File: config.mk
export PLATFORM = sky130hd
export DESIGN_NAME = me_block_feeder
export DESIGN_NICKNAME = d
export VERILOG_FILES = /design/src/rtl/me_block_feeder.sv
export SDC_FILE = /design/constraint.sdc
export NUM_CORES = 1
export LEC_CHECK = 0
export CAP_MARGIN = 15
export CORE_MARGIN = 5
export CORE_UTILIZATION = 30
export CTS_BUF_LIST = sky130_fd_sc_hd__clkbuf_4
export DETAILED_ROUTE_END_ITERATION = 6
export GPL_TIMING_DRIVEN = 0
export PLACE_DENSITY = 0.59
export SLEW_MARGIN = 20
export SYNTH_ARGS = -nofsm -noshare
export SYNTH_HDL_FRONTEND = slang
export SYNTH_SLANG_ARGS = --single-unit
export TNS_END_PERCENT = 100
File: constraint.sdc
create_clock -name clk -period 7.48 [get_ports clk]
set_input_delay 0.748 -clock clk [delete_from_list [all_inputs] [get_ports clk]]
set_output_delay 0.748 -clock clk [all_outputs]
set_load 0.01 [all_outputs]
File: src/rtl/me_block_feeder.sv
// Streams one macroblock (256 current + 1024 reference pixels) into Me_engine RAMs, starts the search, returns the vector.
// Optional WAIT_DONE watchdog: define ME_FEEDER_TIMEOUT_EN (limit set by TIMEOUT_CYCLES).
//
// state     | meaning
// ----------+-----------------------------------------------------
// IDLE      | waiting for start
// LOAD_CUR  | packing 256 current pixels into 32 words
// LOAD_REF  | packing 1024 reference pixels into 128 words
// GO        | one-cycle go pulse, last ref write in flight
// WAIT_DONE | waiting for Me_engine done (or watchdog)
// RESULT    | holding mv_* until mv_ready
module me_block_feeder #(
  parameter int TIMEOUT_CYCLES = 4096
) (
  input  logic        clk,
  input  logic        reset,
  input  logic        start,
  input  logic        pix_valid,
  output logic        pix_ready,
  input  logic [7:0]  pix_data,
  output logic [4:0]  address_write_cur,
  output logic [63:0] data_write_cur,
  output logic        write_enable_cur,
  output logic [6:0]  address_write_ref,
  output logic [63:0] data_write_ref,
  output logic        write_enable_ref,
  output logic        go,
  input  logic        done,
  input  logic [7:0]  m_i,
  input  logic [7:0]  m_j,
  output logic        mv_valid,
  input  logic        mv_ready,
  output logic [7:0]  mv_i,
  output logic [7:0]  mv_j,
  output logic        mv_err,
  output logic [15:0] block_count
);

  typedef enum logic [2:0] {IDLE, LOAD_CUR, LOAD_REF, GO, WAIT_DONE, RESULT} state_t;

  state_t      state, state_nxt;
  logic [2:0]  pix_cnt;
  logic [6:0]  word_cnt;
  logic [55:0] acc;
  logic        accept, word_end, cur_last, ref_last, timeout_hit;

  assign accept   = pix_valid & pix_ready;
  assign word_end = accept & (pix_cnt == 3'd7);
  assign cur_last = word_end & (state == LOAD_CUR) & (word_cnt == 7'd31);
  assign ref_last = word_end & (state == LOAD_REF) & (word_cnt == 7'd127);

`ifdef ME_FEEDER_TIMEOUT_EN
  localparam int TMR_W = $clog2(TIMEOUT_CYCLES + 1);
  logic [TMR_W-1:0] tmr;

  // Loaded in GO so WAIT_DONE lasts exactly TIMEOUT_CYCLES cycles without done.
  always_ff @(posedge clk or posedge reset) begin
    if (reset) begin
      tmr <= '0;
    end else if (state == GO) begin
      tmr <= TMR_W'(TIMEOUT_CYCLES - 1);
    end else if (state == WAIT_DONE && tmr != '0) begin
      tmr <= tmr - 1'b1;
    end
  end

  assign timeout_hit = (state == WAIT_DONE) & ~done & (tmr == '0);

  always_ff @(posedge clk or posedge reset) begin
    if (reset) begin
      mv_err <= 1'b0;
    end else if (state == WAIT_DONE) begin
      if (done) mv_err <= 1'b0;
      else if (timeout_hit) mv_err <= 1'b1;
    end
  end
`else
  assign timeout_hit = 1'b0;
  assign mv_err      = 1'b0;
`endif

  always_ff @(posedge clk or posedge reset) begin
    if (reset) state <= IDLE;
    else       state <= state_nxt;
  end

  always_comb begin
    state_nxt = state;
    pix_ready = 1'b0;
    go        = 1'b0;
    mv_valid  = 1'b0;
    case (state)
      IDLE:      if (start) state_nxt = LOAD_CUR;
      LOAD_CUR: begin
        pix_ready = 1'b1;
        if (cur_last) state_nxt = LOAD_REF;
      end
      LOAD_REF: begin
        pix_ready = 1'b1;
        if (ref_last) state_nxt = GO;
      end
      GO: begin
        go        = 1'b1;
        state_nxt = WAIT_DONE;
      end
      WAIT_DONE: if (done || timeout_hit) state_nxt = RESULT;
      RESULT: begin
        mv_valid = 1'b1;
        if (mv_ready) state_nxt = IDLE;
      end
      default:   state_nxt = IDLE;
    endcase
  end

  // Pixels shift in from the top so pixel 0 ends in the LSB byte of the word.
  always_ff @(posedge clk or posedge reset) begin
    if (reset) begin
      pix_cnt           <= '0;
      word_cnt          <= '0;
      acc               <= '0;
      address_write_cur <= '0;
      data_write_cur    <= '0;
      write_enable_cur  <= 1'b0;
      address_write_ref <= '0;
      data_write_ref    <= '0;
      write_enable_ref  <= 1'b0;
      mv_i              <= '0;
      mv_j              <= '0;
      block_count       <= '0;
    end else begin
      write_enable_cur <= 1'b0;
      write_enable_ref <= 1'b0;
      if (state == IDLE && start) begin
        pix_cnt  <= '0;
        word_cnt <= '0;
      end
      if (accept) begin
        acc     <= {pix_data, acc[55:8]};
        pix_cnt <= pix_cnt + 1'b1;
      end
      if (word_end) begin
        if (state == LOAD_CUR) begin
          data_write_cur    <= {pix_data, acc};
          address_write_cur <= word_cnt[4:0];
          write_enable_cur  <= 1'b1;
        end else begin
          data_write_ref    <= {pix_data, acc};
          address_write_ref <= word_cnt;
          write_enable_ref  <= 1'b1;
        end
        word_cnt <= cur_last ? 7'd0 : word_cnt + 1'b1;
      end
      if (state == WAIT_DONE) begin
        if (done) begin
          mv_i <= m_i;
          mv_j <= m_j;
        end else if (timeout_hit) begin
          mv_i <= '0;
          mv_j <= '0;
        end
      end
      if (mv_valid && mv_ready) block_count <= block_count + 1'b1;
    end
  end

endmodule

# Word level (Yosys, flattened, before mapping)
# Cells that the tools add are included.
# word_totals
reg_bits	243
input_bits	30
output_inout_bits	178
word_cells	64
# classes
add_sub_neg	3
n_eq_ne	13
muxes	18
n_bitwise	7
reduce_logical	10
# ops
op	count
$mux 3	7
$mux 7	3
$pmux 3 s6	1
$add 16x1->16 const B	1
$ne 2x2->1 const B	5
$eq 3x3->1 const B	3
$add 7x1->7 const B	1
$eq 7x5->1 const B	1
$eq 7x7->1 const B	1
$mux 1	7
$and 1x1->1	6
$eq 3x2->1 const B	2
$reduce_and 2->1	3
$reduce_and 5->1	1
$reduce_bool 2->1	2
$add 3x1->3 const B	1
$eq 3x1->1 const B	1
$logic_not 3->1	1
$logic_and 1x1->1	2
$reduce_or 2->1	1
$not 1->1	1

# Logic depth before layout (Yosys ltp)
# depth
depth_word	9
mapped_depth	9
depth_no_buf	7

# Worst setup path after synthesis
# No wires, ideal clock.
# synth_timing
path_type	input-to-reg
startpoint	input port pix_valid
endpoint	register data_write_cur[57]
setup_ps	125
arrival_ps	1742
required_ps	7355
path_slack_ps	5613
stages	4
path_buffers	1
cell_sequence	nand2_1 > nor3_2 > buf_2 > mux2_2
# synth_via
elab_chain_len	3
# synth_lines
item	line_no	text
start: declaration	18	input logic pix_valid,
$and 1x1->1	47	assign accept = pix_valid & pix_ready;
$and 1x1->1	48	assign word_end = accept & (pix_cnt == 3'd7);
$reduce_and 2->1 (no source line)	n/a	
end signal: assignment	143	data_write_cur <= {pix_data, acc};
end: declaration	22	output logic [63:0] data_write_cur,
# No other way between the ends.
# A chain may end at the register's enable or synchronous reset.

# Final worst setup path
# layout_timing
startpoint	register state[0]
endpoint	output port pix_ready
# layout_via
elab_chain_len	3
elab_cells_between_ends	4
classes_between	eq/ne (2); mux (1); reduce/logical (1)
# layout_lines
item	line_no	text
start: declaration	41	state_t state, state_nxt;
start signal: assignment	84	else state <= state_nxt;
$eq 3x2->1 / $eq 3x1->1 (equally long branches)	92	case (state)
$reduce_or 2->1 (no source line) *	n/a	
$mux 1 *	92	
end: declaration	19	output logic pix_ready,
# Every way passes the cells marked *; elsewhere a longest branch is shown, timed or not.

==> summary.txt <==
Clock tree
  • H-tree levels: 3
  • PostCTS Resize Cnt: 0
  • CTS max path bufs: 3
  • Clock Latency Late Sink: 0.66 ns
  • Total CTS buffers: 69
  • CTS root buf: clkbuf_4
  • CTS tree: built
  • Worst-path clk slew: 0.06 ns
  • Clk sinks: 243
  • Hold-fix buffers, CTS: 0
  • # Post-CTS Setup Buffers: 0

GRT
  • Total grt overflow: 0
  • First-pass GRT wire length: 39900 um
  • Gr usage total: 13.9%
  • Vias in the first global route: 7073
  • Initial antenna violation count: 1
  • Largest net degree at the start of global routing: 104

Floorplanning
  • Core area: 31500 sq um
  • Cell Rows: 65
  • Ports: 208
  • Chip Height: 188 um
  • Die width: 188 um
  • Die area: 35400 sq um
  • Initial Util: 30.3%

Synth
  • Top_reg_cell synth: dfrtp_1
  • Sequential-to-total area share from yosys stat: 63.8%
  • Mean post-synth cell area: 12.9 sq um
  • Unique masters post-synth: 47
  • Syn Inst Count: 741
  • Syn_nets: 775
  • Post-synthesis register bit count: 243
  • EDFF count, synth: 0
  • Synth Cell Area: 9540 sq um
  • Ys async rst share: 100%
  • Synth warnings: 0

Finish
  • Nets: 1054
  • Final Util: 41.6%
  • Most frequent cells in the layout: dfrtp_1, nand2_1, clkdlybuf4s50_1
  • Share of cells above drive strength 1: 27.4%
  • Area grow syn2layout: 37.4%
  • Final cell count without fillers: 1473
  • Commonest non-fill, non-tap cell in the layout: dfrtp_1
  • Fill cells: 2984

Detailed routing
  • Routed vias: 6571
  • Metal1 wirelength: 10700 um
  • DR WL/cell: 16.5 um
  • DRC Markers: 0
  • Highest routed layer: met4
  • 1st-iter DRT viols: 272
  • Post-Route WL: 24300 um
  • DR WL met2: 11100 um
  • Wire length on met3: 1830 um
  • Post-detailed-route count of antenna-violating nets: 0
  • Pre-Repair DR Iteration Count: 4
  • Detailed-route vias per instance: 4.46

Place
  • Post-DP HPWL: 16800 um
  • Port bufs: 206
  • GPL Wtd Cong: 0.728
  • Cells after DPL: 1351

Worst setup path
  • Critical Path AT: 2.08 ns
  • Crit path kind: reg2out
  • R2R Path Start: pix_cnt[0]$_DFFE_PP0P_
  • FF-to-FF setup slack: 4.98 ns
  • Crit-path max FO: 10
  • Endpoint class of the critical path: output pin
  • Worst setup path start: state[0]$_DFFE_PP0P_
  • Data required time of the worst path: 6.73 ns
  • Critical Path Source Type: flop

Run status
  • Outcome: completed

Timing
  • Final setup viols: 0
  • Final Skew: 0.0356 ns
  • Final period utilization: 37.8%
  • TNS Setup: 0 ns
  • Final hold violation count: 0
  • Max frequency: 354 MHz
  • Minimum clock period: 2.83 ns
  • Worst hold margin: 0.472 ns
  • Slew Limit Fails: 0
  • Worst slew pin tran: 0.886 ns
  • RSZ-0062 raised after global routing: no
  • Max_slew headroom: 40.6%

Min path
  • HP Class: reg2reg
  • Hold path start: block_count[15]$_DFFE_PP0P_

Power and ir drop
  • Worst vdd rail ir drop: 0.137 mV
  • Leakage: 6.15 nW
  • PwrDens: 304 nW/um^2

Job
  • Max-cap check violation count: 0
flip-flops by register name, indices dropped and copies added, names as in the netlist:
name and flops:
state 3, block_count 16, write_enable_cur 1, data_write_ref 64, mv_j 8, data_write_cur 64
write_enable_ref 1, acc 56, address_write_ref 7, address_write_cur 5, pix_cnt 3, mv_i 8
word_cnt 7
layer usage:
layer  up-vias  global-route usage, %
met2       196                   21.6
met5         -                      0
met1      3245                   17.8
li1       3072                      -
met4         0                   5.17
met3        58                   5.34
critical path, stage by stage (launching register included):
cell and delay [ns]:
dfrtp_1 0.38, buf_6 0.15, xnor2_2 0.18, nor2_1 0.15
clkdlybuf4s50_1 0.59
per-stage QoR:
stage | worst slack [ns] | power (mW) | instance area (sq um)
2_1_floorplan | 0.0588 | 2.18 | 9540
3_3_place_gp | -3.35 | 2.70 | 12100
3_5_place_dp | 4.34 | 2.72 | 12200
4_1_cts | 4.58 | 4.06 | 13100
5_1_grt | 4.51 | 4.23 | 13100
6_report | 4.65 | 3.98 | 13100
kinds of logic (layout without fill, tap and decap cells):
family,Yosys count,count (layout),share of synthesized area (%)
compound gates,18,18,1.23
xor+xnor,18,18,1.73
fa+ha+maj,4,4,0.525
buf+inv,43,371,3.35
flops,243,243,63.8
mux,144,144,17.1
other cells,1,3,0.0393
simple gates,270,270,12.2
cells in the mapped netlist (all sizes together) (2+ instances only):
master	n	area share, %
dfrtp	243	64
nand2	228	9.0
mux2	142	17
buf	34	2.9
xnor2	12	1.2
inv	9	0.41
o21ai	8	0.42
nand3	7	0.37
nand4	7	0.62
nor2	7	0.28
xor2	6	0.55
and3	4	0.26
ha	4	0.52
or3	3	0.25
a21o	2	0.16
a21oi	2	0.10
nand2b	2	0.13
nor3	2	0.16
nor4	2	0.20
final timing paths:
check / to / cells after the start
hold reg to reg: block_count[15]$_DFFE_PP0P_ / 1
max in group asynchronous: acc[9]$_DFFE_PP0P_ / 3
hold / removal: block_count[15]$_DFFE_PP0P_ / 1
setup reg to reg: data_write_cur[23]$_DFFE_PP0P_ / 6
min in group asynchronous: data_write_cur[49]$_DFFE_PP0P_ / 2
setup / recovery: pix_ready / 4
final cells by class:
cell class              instances  area (sq um)  share of cell area (%)
diodes                          2          5.00                  0.0382
plain buffers                  34           280                    2.14
clock buffers                 104           781                    5.96
clock inverters                16           149                    1.14
inverters                       9          46.3                   0.353
multi-input cells             455          3140                    23.9
flip-flops and latches        243          6080                    46.4
well taps                     402           503                    3.84
repair buffers                208          2120                    16.2
power by group:
group          internal [mW]  total (mW)  switching [mW]  leakage (nW)
clock network          0.737        1.30           0.560         0.546
logic                  0.548       0.869           0.321          2.45
registers               1.59        1.81           0.218          3.15
(Power assumes the default switching activity.)
